$ cat src/rtl/seg_scan_display.sv
// Time-multiplexed hex driver for a DIGITS-digit seven-segment display with decimal points.
// Outputs are registered from the scan state: one-cycle latency, no flow control.
module seg_scan_display #(
  parameter int DIGITS      = 4,
  parameter int CLK_DIV     = 50000,
  parameter int BLANK_CYC   = 500,
  parameter int SEG_ACT_LOW = 0,
  parameter int AN_ACT_LOW  = 1
) (
  input  logic                  i_clk,
  input  logic                  i_rst,
  input  logic [4*DIGITS-1:0]   i_data,
  input  logic [DIGITS-1:0]     i_dp,
  input  logic                  i_load,
  input  logic                  i_lz_en,
  output logic [6:0]            o_seg,
  output logic                  o_dp,
  output logic [DIGITS-1:0]     o_an
);

  localparam int CW = (CLK_DIV > 1) ? $clog2(CLK_DIV) : 1;
  localparam int IW = (DIGITS > 1) ? $clog2(DIGITS) : 1;

  localparam logic [CW-1:0]     CNT_MAX   = CW'(CLK_DIV - 1);
  localparam logic [CW-1:0]     BLANK_LIM = CW'(BLANK_CYC);
  localparam logic [IW-1:0]     IDX_MAX   = IW'(DIGITS - 1);
  localparam logic [6:0]        SEG_OFF   = (SEG_ACT_LOW != 0) ? 7'h7F : 7'h00;
  localparam logic              DP_OFF    = (SEG_ACT_LOW != 0);
  localparam logic [DIGITS-1:0] AN_OFF    = (AN_ACT_LOW != 0) ? {DIGITS{1'b1}} : {DIGITS{1'b0}};

  logic [4*DIGITS-1:0] data_q, data_d;
  logic [DIGITS-1:0]   dp_q, dp_d;
  logic [CW-1:0]       cnt_q, cnt_d;
  logic [IW-1:0]       idx_q, idx_d;
  logic [6:0]          seg_q, seg_d;
  logic                dp_out_q, dp_out_d;
  logic [DIGITS-1:0]   an_q, an_d;

  logic [DIGITS-1:0]   supp;
  logic [DIGITS-1:0]   an_act;
  logic [3:0]          nib;
  logic                zero_above;

  function automatic logic [6:0] hex_decode(input logic [3:0] n);
    case (n)
      4'h0:    hex_decode = 7'h3F;
      4'h1:    hex_decode = 7'h06;
      4'h2:    hex_decode = 7'h5B;
      4'h3:    hex_decode = 7'h4F;
      4'h4:    hex_decode = 7'h66;
      4'h5:    hex_decode = 7'h6D;
      4'h6:    hex_decode = 7'h7D;
      4'h7:    hex_decode = 7'h07;
      4'h8:    hex_decode = 7'h7F;
      4'h9:    hex_decode = 7'h6F;
      4'hA:    hex_decode = 7'h77;
      4'hB:    hex_decode = 7'h7C;
      4'hC:    hex_decode = 7'h39;
      4'hD:    hex_decode = 7'h5E;
      4'hE:    hex_decode = 7'h79;
      default: hex_decode = 7'h71;
    endcase
  endfunction

  // A digit is a leading zero when it and every more-significant digit show 0 with no dp.
  always_comb begin
    supp       = '0;
    zero_above = 1'b1;
    for (int k = DIGITS - 1; k >= 0; k--) begin
      zero_above = zero_above & (data_q[4*k +: 4] == 4'h0) & ~dp_q[k];
      supp[k]    = zero_above & (k != 0);
    end
  end

  always_comb begin
    data_d = data_q;
    dp_d   = dp_q;
    cnt_d  = cnt_q + CW'(1);
    idx_d  = idx_q;
    if (i_load) begin
      data_d = i_data;
      dp_d   = i_dp;
    end
    if (cnt_q == CNT_MAX) begin
      cnt_d = '0;
      idx_d = (idx_q == IDX_MAX) ? '0 : idx_q + IW'(1);
    end
  end

  always_comb begin
    nib         = data_q[{idx_q, 2'b00} +: 4];
    an_act      = '0;
    an_act[idx_q] = 1'b1;
    an_d        = AN_OFF;
    seg_d       = SEG_OFF;
    dp_out_d    = DP_OFF;
    if (cnt_q >= BLANK_LIM) begin
      an_d     = an_act ^ AN_OFF;
      seg_d    = ((i_lz_en && supp[idx_q]) ? 7'h00 : hex_decode(nib)) ^ SEG_OFF;
      dp_out_d = dp_q[idx_q] ^ DP_OFF;
    end
  end

  always_ff @(posedge i_clk) begin
    if (i_rst) begin
      data_q   <= '0;
      dp_q     <= '0;
      cnt_q    <= '0;
      idx_q    <= '0;
      seg_q    <= SEG_OFF;
      dp_out_q <= DP_OFF;
      an_q     <= AN_OFF;
    end else begin
      data_q   <= data_d;
      dp_q     <= dp_d;
      cnt_q    <= cnt_d;
      idx_q    <= idx_d;
      seg_q    <= seg_d;
      dp_out_q <= dp_out_d;
      an_q     <= an_d;
    end
  end

  assign o_seg = seg_q;
  assign o_dp  = dp_out_q;
  assign o_an  = an_q;

endmodule
$ cat config.mk
export PLATFORM = sky130hd
export DESIGN_NAME = seg_scan_display
export DESIGN_NICKNAME = d
export VERILOG_FILES = /design/src/rtl/seg_scan_display.sv
export SDC_FILE = /design/constraint.sdc
export NUM_CORES = 1
export LEC_CHECK = 0
export ABC_CLOCK_PERIOD_IN_PS = 4200
export BUFFER_PORTS_ARGS = -buffer_cell sky130_fd_sc_hd__buf_2
export CAP_MARGIN = 20
export CORE_ASPECT_RATIO = 1.75
export CORE_UTILIZATION = 43
export CTS_CLUSTER_DIAMETER = 80
export CTS_CLUSTER_SIZE = 24
export DETAILED_ROUTE_END_ITERATION = 10
export REMOVE_ABC_BUFFERS = 1
export SYNTH_ARGS = -nofsm -noshare
export SYNTH_HDL_FRONTEND = slang
export SYNTH_SLANG_ARGS = --single-unit
$ cat constraint.sdc
create_clock -name i_clk -period 4.2 [get_ports i_clk]
set_clock_uncertainty 0.05 [all_clocks]
set_input_delay 0.42 -clock i_clk [delete_from_list [all_inputs] [get_ports i_clk]]
set_output_delay 0.42 -clock i_clk [all_outputs]
set_load 0.005 [all_outputs]
==> results.json, run 1 <==
{
  "timing.fmax_ghz": 0.433,
  "ys_seq_area_frac": 0.421,
  "holdWs_ns": 0.302,
  "crit-reg2reg-launch": "idx_q[0]$_SDFFE_PP0P_",
  "p_leak_nw": 1.07,
  "maxCapViolations": 0,
  "path_max_fanout": 14,
  "worstSetupEndpoint": "o_seg[3]$_SDFF_PP0_",
  "vias_per_cell": 5.02,
  "cp_cell_sequence": "mux4_2, inv_1, ha_1, nor2_1, nor2_1, a22oi_1, nor2_1",
  "fillers": 523,
  "grt_max_degree": 26,
  "avgSynthCellArea_um2": 9.75,
  "multi_input_area_um2": 1260,
  "io_pins": 36,
  "final_max_slew_viol_count": 0,
  "die_h_um": 100,
  "area_delta_synth_final_pct": 11.1,
  "grt_pass1_vias": 1757,
  "diodes": 0,
  "synth_cell_types": 39,
  "cts_buffers": 5,
  "r2r-end": "o_seg[3]$_SDFF_PP0_",
  "place_congestion": 0.843,
  "hold_class": "in -> reg",
  "postCtsSetupBuffers": 0,
  "fin_crit_sh": 0.550,
  "vias": 1747,
  "post-synth-top-area-cell": "dfxtp_1",
  "nets": 311,
  "synthesis.instances": 244,
  "ctsResizeCount": 0,
  "cts-root-buf": "clkbuf_8",
  "synth_ff_type": "dfxtp_1",
  "start_kind": "flop",
  "start_util": 0.449,
  "grt_first_pass_wirelength_mm": 7.89,
  "ff2ff_setup_slack_ns": 1.89,
  "rr_worst_depth": 7,
  "cp.required_ns": 4.34,
  "crit_type": "reg -> reg",
  "synth_top_area_share": 0.421,
  "p_per_area_nw_per_um2": 317,
  "cpMostUsedCell": "nor2_1",
  "drtPass1Iterations": 4,
  "crit_path_end_kind": "flop",
  "drive_gt1_frac": 0.182,
  "remaining_drc_errors": 0,
  "post-route-util": 0.499,
  "setup_tns_ns": 0,
  "clock_latency_ns": 0.30,
  "status": "finished clean",
  "fin_crit_ns": 2.31,
  "cts_buffer_depth": 2,
  "synth_edf_count": 0,
  "core-area_um2": 5300,
  "critPathArrivalTime_ns": 2.45,
  "critPathLaunch": "idx_q[0]$_SDFFE_PP0P_",
  "ys_warn_count": 0,
  "fp.dieW_um": 58.2,
  "mostFrequentLayoutCells": "nor2_1, dfxtp_1, buf_2, mux2i_1, ha_1",
  "numPortBuffers": 35,
  "rsz0062_at_grt": "no",
  "post-dp-hpwl_mm": 3.56,
  "dieArea_um2": 5840,
  "row_count": 35,
  "syn_area_um2": 2380,
  "antenna_found_initial": 0,
  "htree_levels": 2,
  "grt_overflow": 0,
  "clkSinkCount": 50,
  "pre_cts_slack_ns": 1.91,
  "setup_viol": 0,
  "ys_seq_elements": 50,
  "detail-route-antenna-nets": 0,
  "synth-async-reset-ratio": 0,
  "wire_per_inst_um": 13.3,
  "slew-limit-headroom": 0.475,
  "slowest_stage": "dfxtp_1",
  "drt_iter0_markers": 56,
  "worst_slack_ns": 1.89,
  "regArea_um2": 1000,
  "slowest_delay_ns": 0.69,
  "synth_area_leaders": "dfxtp_1, mux2i_1, nor2_1, ha_1, mux4_2",
  "cts-hold-fix-buffers": 0,
  "hold_viol": 0,
  "tightestPinTransition_ns": 0.765,
  "grt_usage": 0.177,
  "cts_tree": "built",
  "ir_drop_uv": 291,
  "routed_wl_mm": 4.63,
  "path_clk_slew_ns": 0.08
}
metal layers:
metal,wire length [µm],global-route usage
met5,0,0
met4,75,0.0641
met3,99,0.0296
met2,2670,0.348
met1,1790,0.178
worst max-delay path: cells and delay by family, from the launching register on:
family / cells / cell delay (ns)
fa+ha+maj: 1 / 0.25
compound gates: 1 / 0.17
mux: 1 / 0.65
flops: 1 / 0.69
simple gates: 3 / 0.24
buf+inv: 1 / 0.15
Yosys cell counts, types with 3 or more instances:
cell	count
ha_1	13
nand4_1	5
xor2_1	9
inv_1	10
nand3_1	10
nor3_1	5
nor2_1	50
nand2_1	11
clkbuf_1	4
dfxtp_1	50
buf_2	3
xnor2_1	8
mux2i_1	27
mux4_2	4
cell type report:
type / count / area share
clock buffers: 7 / 0.0289
well taps: 74 / 0.0350
repair buffers: 35 / 0.0663
multi-input cells: 172 / 0.477
flip-flops and latches: 50 / 0.379
inverters: 10 / 0.0142
per-stage QoR:
stage / cells / total power [mW] / cell area [µm²]
after global routing: 348 / 0.881 / 2640
after detailed placement: 341 / 0.590 / 2570
final: 348 / 0.837 / 2640
after global placement: 341 / 0.588 / 2570
after floorplan: 232 / 0.557 / 2300
after CTS: 348 / 0.847 / 2640
power by group:
| group | leakage, nW | total (mW) | internal, mW | switching, mW |
|---|---|---|---|---|
| clock network | 0.0383 | 0.259 | 0.115 | 0.144 |
| logic | 0.627 | 0.0762 | 0.0370 | 0.0392 |
| registers | 0.408 | 0.502 | 0.488 | 0.0144 |
sequential cells by signal (all words and copies together) (netlist names):
name / cells
cnt_q: 16
data_q: 16
dp_q: 4
idx_q: 2
o_an: 4
o_dp: 1
o_seg: 7
logic make-up (layout without fill, tap and decap cells):
group	Yosys count	in the layout	synth area share
AOI/OAI and AO/OA	14	14	0.0463
xor gates and xnor gates	17	17	0.0626
adders and majority gates	13	13	0.0684
buffers and inverters	22	52	0.0494
DFF	50	50	0.421
muxes	33	33	0.163
and+or+nand+nor	95	95	0.190
how the worst min path moves through the flow:
stage,startpoint,endpoint,depth (start not counted)
after floorplan,cnt_q[0]$_SDFF_PP0_,cnt_q[0]$_SDFF_PP0_,1
after global placement,cnt_q[0]$_SDFF_PP0_,cnt_q[0]$_SDFF_PP0_,1
after detailed placement,cnt_q[0]$_SDFF_PP0_,cnt_q[0]$_SDFF_PP0_,1
after CTS,i_data[3],data_q[3]$_SDFFE_PP0P_,3
after global routing,i_data[1],data_q[1]$_SDFFE_PP0P_,3
final,i_data[3],data_q[3]$_SDFFE_PP0P_,3
No activity file was read; power rests on OpenSTA's default activity.
==> run 2, diff against run 1 <==
Settings changed: ABC_CLOCK_PERIOD_IN_PS 4200 to 2200.
Clock period 4.2 ns to 2.2 ns, I/O delays scaled along.
==> run 2 against run 1 <==
Effect of this change:
- cell area rose by 3.0%
- critical path type unchanged
- setup slack worse by 1.6 ns
- sequential power is 91% higher
- sequential cell count stayed put
==> results.json, run 2 (synthesized netlist as in run 1, its figures left out) <==
{
  "grt_use_met2": 0.345,
  "post-dp-hpwl_mm": 3.67,
  "clkSinkCount": 50,
  "fin_crit_ns": 1.95,
  "io_pins": 36,
  "grt_overflow": 0,
  "fillers": 525,
  "use_met3": 0.0284,
  "mostFrequentLayoutCells": "nor2_1, dfxtp_1, buf_2, mux2i_1, ha_1",
  "clock_latency_ns": 0.30,
  "crit_path_end_kind": "flop",
  "hold_start": "i_data[1]",
  "remaining_drc_errors": 0,
  "path_max_fanout": 4,
  "drive_gt1_frac": 0.210,
  "cts-hold-fix-buffers": 0,
  "hold_end": "data_q[1]$_SDFFE_PP0P_",
  "ctsResizeCount": 0,
  "diodes": 0,
  "die_h_um": 100,
  "numPortBuffers": 35,
  "vias_per_cell": 4.88,
  "hold_class": "in -> reg",
  "cts_tree": "built",
  "nets": 317,
  "r2r-end": "o_seg[3]$_SDFF_PP0_",
  "fin_crit_sh": 0.886,
  "ff2ff_setup_slack_ns": 0.25,
  "crit-reg2reg-launch": "idx_q[0]$_SDFFE_PP0P_",
  "tightestPinTransition_ns": 0.605,
  "drt_iter0_markers": 39,
  "cts_buffer_depth": 2,
  "routed_wl_mm": 4.73,
  "detail-route-antenna-nets": 0,
  "final_max_slew_viol_count": 0,
  "postCtsSetupBuffers": 0,
  "grt_max_degree": 21,
  "grt_usage": 0.183,
  "grt_pass1_vias": 1741,
  "grt_use_met1": 0.186,
  "holdWs_ns": 0.0936,
  "status": "finished clean",
  "hold_viol": 0,
  "crit_type": "reg -> reg",
  "p_per_area_nw_per_um2": 631,
  "htree_levels": 2,
  "stdcell_count": 355,
  "busiest_layer": "met2",
  "dp.cells": 347,
  "start_util": 0.449,
  "antenna_found_initial": 0,
  "p_leak_nw": 1.12,
  "path_clk_slew_ns": 0.09,
  "critPathArrivalTime_ns": 2.10,
  "ir_drop_uv": 297,
  "total_power_mw": 1.72,
  "area_delta_synth_final_pct": 14.4,
  "cts-root-buf": "clkbuf_8",
  "timing.fmax_ghz": 0.513,
  "slew-limit-headroom": 0.593,
  "dieArea_um2": 5840,
  "cp.required_ns": 2.36,
  "post-route-util": 0.514,
  "wire_per_inst_um": 13.3,
  "vias": 1733,
  "start_kind": "flop",
  "setup_tns_ns": 0,
  "drtPass1Iterations": 4,
  "setup_viol": 0,
  "grt_first_pass_wirelength_mm": 7.98,
  "holdPathStages": 3,
  "place_congestion": 0.862,
  "cts_buffers": 5,
  "maxCapViolations": 0,
  "rr_worst_depth": 7,
  "core-area_um2": 5300,
  "rsz0062_at_grt": "no",
  "row_count": 35,
  "fp.dieW_um": 58.2
}
run 2: cell count changes in the layout (fill, tap and decap cells not counted), sizes merged:
cell	delta
buf	+6
clkbuf	+1
run 2: power breakdown:
group / switching [mW] / leakage [nW] / internal, mW
clock network: 0.291 / 0.0575 / 0.318
registers: 0.0262 / 0.408 / 0.931
logic: 0.0765 / 0.657 / 0.0740
run 2: cell type report:
| class | instances | area (µm²) | area share |
|---|---|---|---|
| clock buffers | 8 | 110 | 0.0405 |
| multi-input cells | 172 | 1260 | 0.463 |
| inverters | 10 | 37.5 | 0.0138 |
| flip-flops and latches | 50 | 1000 | 0.368 |
| well taps | 74 | 92.6 | 0.0340 |
| repair buffers | 41 | 220 | 0.0809 |
run 2: worst max-delay path by stage:
stage                           to                  start  cells after the start
2_1_floorplan  o_seg[3]$_SDFF_PP0_  idx_q[0]$_SDFFE_PP0P_                      7
3_3_place_gp   o_seg[3]$_SDFF_PP0_  idx_q[0]$_SDFFE_PP0P_                      7
3_5_place_dp   o_seg[3]$_SDFF_PP0_  idx_q[0]$_SDFFE_PP0P_                      7
4_1_cts        o_seg[3]$_SDFF_PP0_  idx_q[0]$_SDFFE_PP0P_                      7
5_1_grt        o_seg[3]$_SDFF_PP0_  idx_q[0]$_SDFFE_PP0P_                      7
6_report       o_seg[3]$_SDFF_PP0_  idx_q[0]$_SDFFE_PP0P_                      7
run 2: worst max-delay path, cell delays in order, from the launching register on:
cell     delay, ns
dfxtp_1       0.44
mux4_2        0.59
inv_1         0.16
ha_1          0.25
nor2_1        0.11
nor2_1        0.07
a22oi_1       0.14
nor2_1        0.05
run 2: per-stage QoR:
step / setup WS [ns] / instance area (µm²)
floorplan: 0.123 / 2300
finish: 0.251 / 2720
detailed placement: 0.254 / 2610
global route: 0.103 / 2720
CTS: 0.243 / 2720
global placement: 0.291 / 2610
run 2: per-layer routing:
metal	share of wire	vias to the layer above
met5	0	-
met4	0.027	0
met3	0.024	9
met2	0.58	27
met1	0.37	803
li1	-	894
==> run 3, diff against run 2 <==
==> constraint.sdc (replaced) <==
create_clock -name i_clk -period 2.2 [get_ports i_clk]
set_clock_uncertainty 0.05 [all_clocks]
set_input_delay 0.11 -clock i_clk [delete_from_list [all_inputs] [get_ports i_clk]]
set_output_delay 0.11 -clock i_clk [all_outputs]
set_load 0.005 [all_outputs]
==> run 3 against run 2 <==
Effect of this change:
- routed wire length rose by 4.3%
- global-route usage rose by 0.72 points
- first-iteration DRC count fell by 5.1%
- combinational power rose by 18%
- setup slack got worse by 0.00056 ns
- hold slack got worse by 0.072 ns
- register-to-register slack barely moved
- fmax barely moved
- non-clock buffer count rose by 19
- sequential power barely moved
- critical path type unchanged
- largest cell class unchanged
==> results.json, run 3 (synthesized netlist as in run 1, its figures left out) <==
{
  "numPortBuffers": 35,
  "fin_crit_ns": 1.95,
  "cp.required_ns": 2.36,
  "status": "finished clean",
  "drive_gt1_frac": 0.197,
  "routed_wl_mm": 4.93,
  "grt_overflow": 0,
  "dieArea_um2": 5840,
  "maxCapViolations": 0,
  "postCtsSetupBuffers": 0,
  "rsz0062_at_grt": "no",
  "slew-limit-headroom": 0.595,
  "vias_per_cell": 4.83,
  "drt_iter0_markers": 37,
  "crit_path_end_kind": "flop",
  "die_h_um": 100,
  "ir_drop_uv": 297,
  "start_kind": "flop",
  "grt_max_degree": 21,
  "tightestPinTransition_ns": 0.603,
  "io_pins": 36,
  "cts_buffers": 5,
  "core-area_um2": 5300,
  "row_count": 35,
  "setup_tns_ns": 0,
  "path_max_fanout": 4,
  "p_per_area_nw_per_um2": 599,
  "hold_viol": 0,
  "area_delta_synth_final_pct": 22.4,
  "post-route-util": 0.549,
  "critPathArrivalTime_ns": 2.11,
  "start_util": 0.449,
  "crit_type": "reg -> reg",
  "path_clk_slew_ns": 0.09,
  "nets": 336,
  "cts_tree": "built",
  "total_power_mw": 1.74,
  "fin_crit_sh": 0.886,
  "holdWs_ns": 0.0215,
  "grt_usage": 0.190,
  "mostFrequentLayoutCells": "nor2_1, dfxtp_1, buf_2, mux2i_1, dlygate4sd3_1",
  "timing.fmax_ghz": 0.513,
  "drtPass1Iterations": 5,
  "grt_first_pass_wirelength_mm": 8.31,
  "diodes": 0,
  "htree_levels": 2,
  "fp.dieW_um": 58.2,
  "p_leak_nw": 1.20,
  "clkSinkCount": 50,
  "hold_class": "in -> reg",
  "place_congestion": 0.862,
  "clock_latency_ns": 0.31,
  "post-dp-hpwl_mm": 3.67,
  "detail-route-antenna-nets": 0,
  "final_max_slew_viol_count": 0,
  "cts_buffer_depth": 2,
  "antenna_found_initial": 0,
  "vias": 1805,
  "remaining_drc_errors": 0,
  "grt_pass1_vias": 1825,
  "cts-root-buf": "clkbuf_8",
  "wire_per_inst_um": 13.2,
  "setup_viol": 0
}
==> run 3: cell count changes in the layout (fill, tap and decap cells not counted) <==
cell,change
dlygate4sd3_1,+19
==> run 3: critical path, cell delays in order, from the launching register on <==
cell,delay [ns]
dfxtp_1,0.44
mux4_2,0.59
inv_1,0.16
ha_1,0.25
nor2_1,0.11
nor2_1,0.07
a22oi_1,0.14
nor2_1,0.05
==> run 3: per-layer routing <==
metal | GRT usage | vias up | part of all wire | routed length [µm]
li1 | - | 932 | - | -
met1 | 0.189 | 843 | 0.37 | 1840
met2 | 0.369 | 23 | 0.59 | 2910
met3 | 0.0284 | 7 | 0.017 | 83
met4 | 0.0897 | 0 | 0.021 | 103
met5 | 0 | - | 0 | 0
==> run 3: stage by stage <==
stage / area, µm² / setup WS, ns / cells
3_5_place_dp: 2610 / 0.254 / 347
3_3_place_gp: 2610 / 0.291 / 347
6_report: 2910 / 0.251 / 374
2_1_floorplan: 2300 / 0.123 / 232
4_1_cts: 2910 / 0.243 / 374
5_1_grt: 2910 / 0.107 / 374
==> run 3: power by group <==
| part | leakage, nW | internal (mW) | total (mW) | switching (mW) |
|---|---|---|---|---|
| registers | 0.408 | 0.931 | 0.957 | 0.0263 |
| logic | 0.736 | 0.0959 | 0.177 | 0.0812 |
| clock network | 0.0575 | 0.318 | 0.611 | 0.293 |
| total | 1.20 | 1.34 | 1.74 | 0.400 |
==> run 3: area by class of cell <==
type | instances | area, µm²
well taps | 74 | 92.6
fillers | 512 | 2390
multi-input cells | 172 | 1260
inverters | 10 | 37.5
repair buffers | 60 | 410
clock buffers | 8 | 110
flip-flops and latches | 50 | 1000
==> run 3: worst paths after layout <==
kind / startpoint / to / slack, ns / depth (start not counted)
setup / recovery: idx_q[0]$_SDFFE_PP0P_ / o_seg[3]$_SDFF_PP0_ / 0.25 / 7
hold / removal: i_data[13] / data_q[13]$_SDFFE_PP0P_ / 0.02 / 3
setup reg to reg: idx_q[0]$_SDFFE_PP0P_ / o_seg[3]$_SDFF_PP0_ / 0.25 / 7
hold reg to reg: cnt_q[0]$_SDFF_PP0_ / cnt_q[0]$_SDFF_PP0_ / 0.43 / 1
==> run 3: what timing repair did <==
item                                   4_1_cts  5_1_grt
hold buffers                                19        0
resized for setup                            0        0
endpoints found under the hold margin       19        0
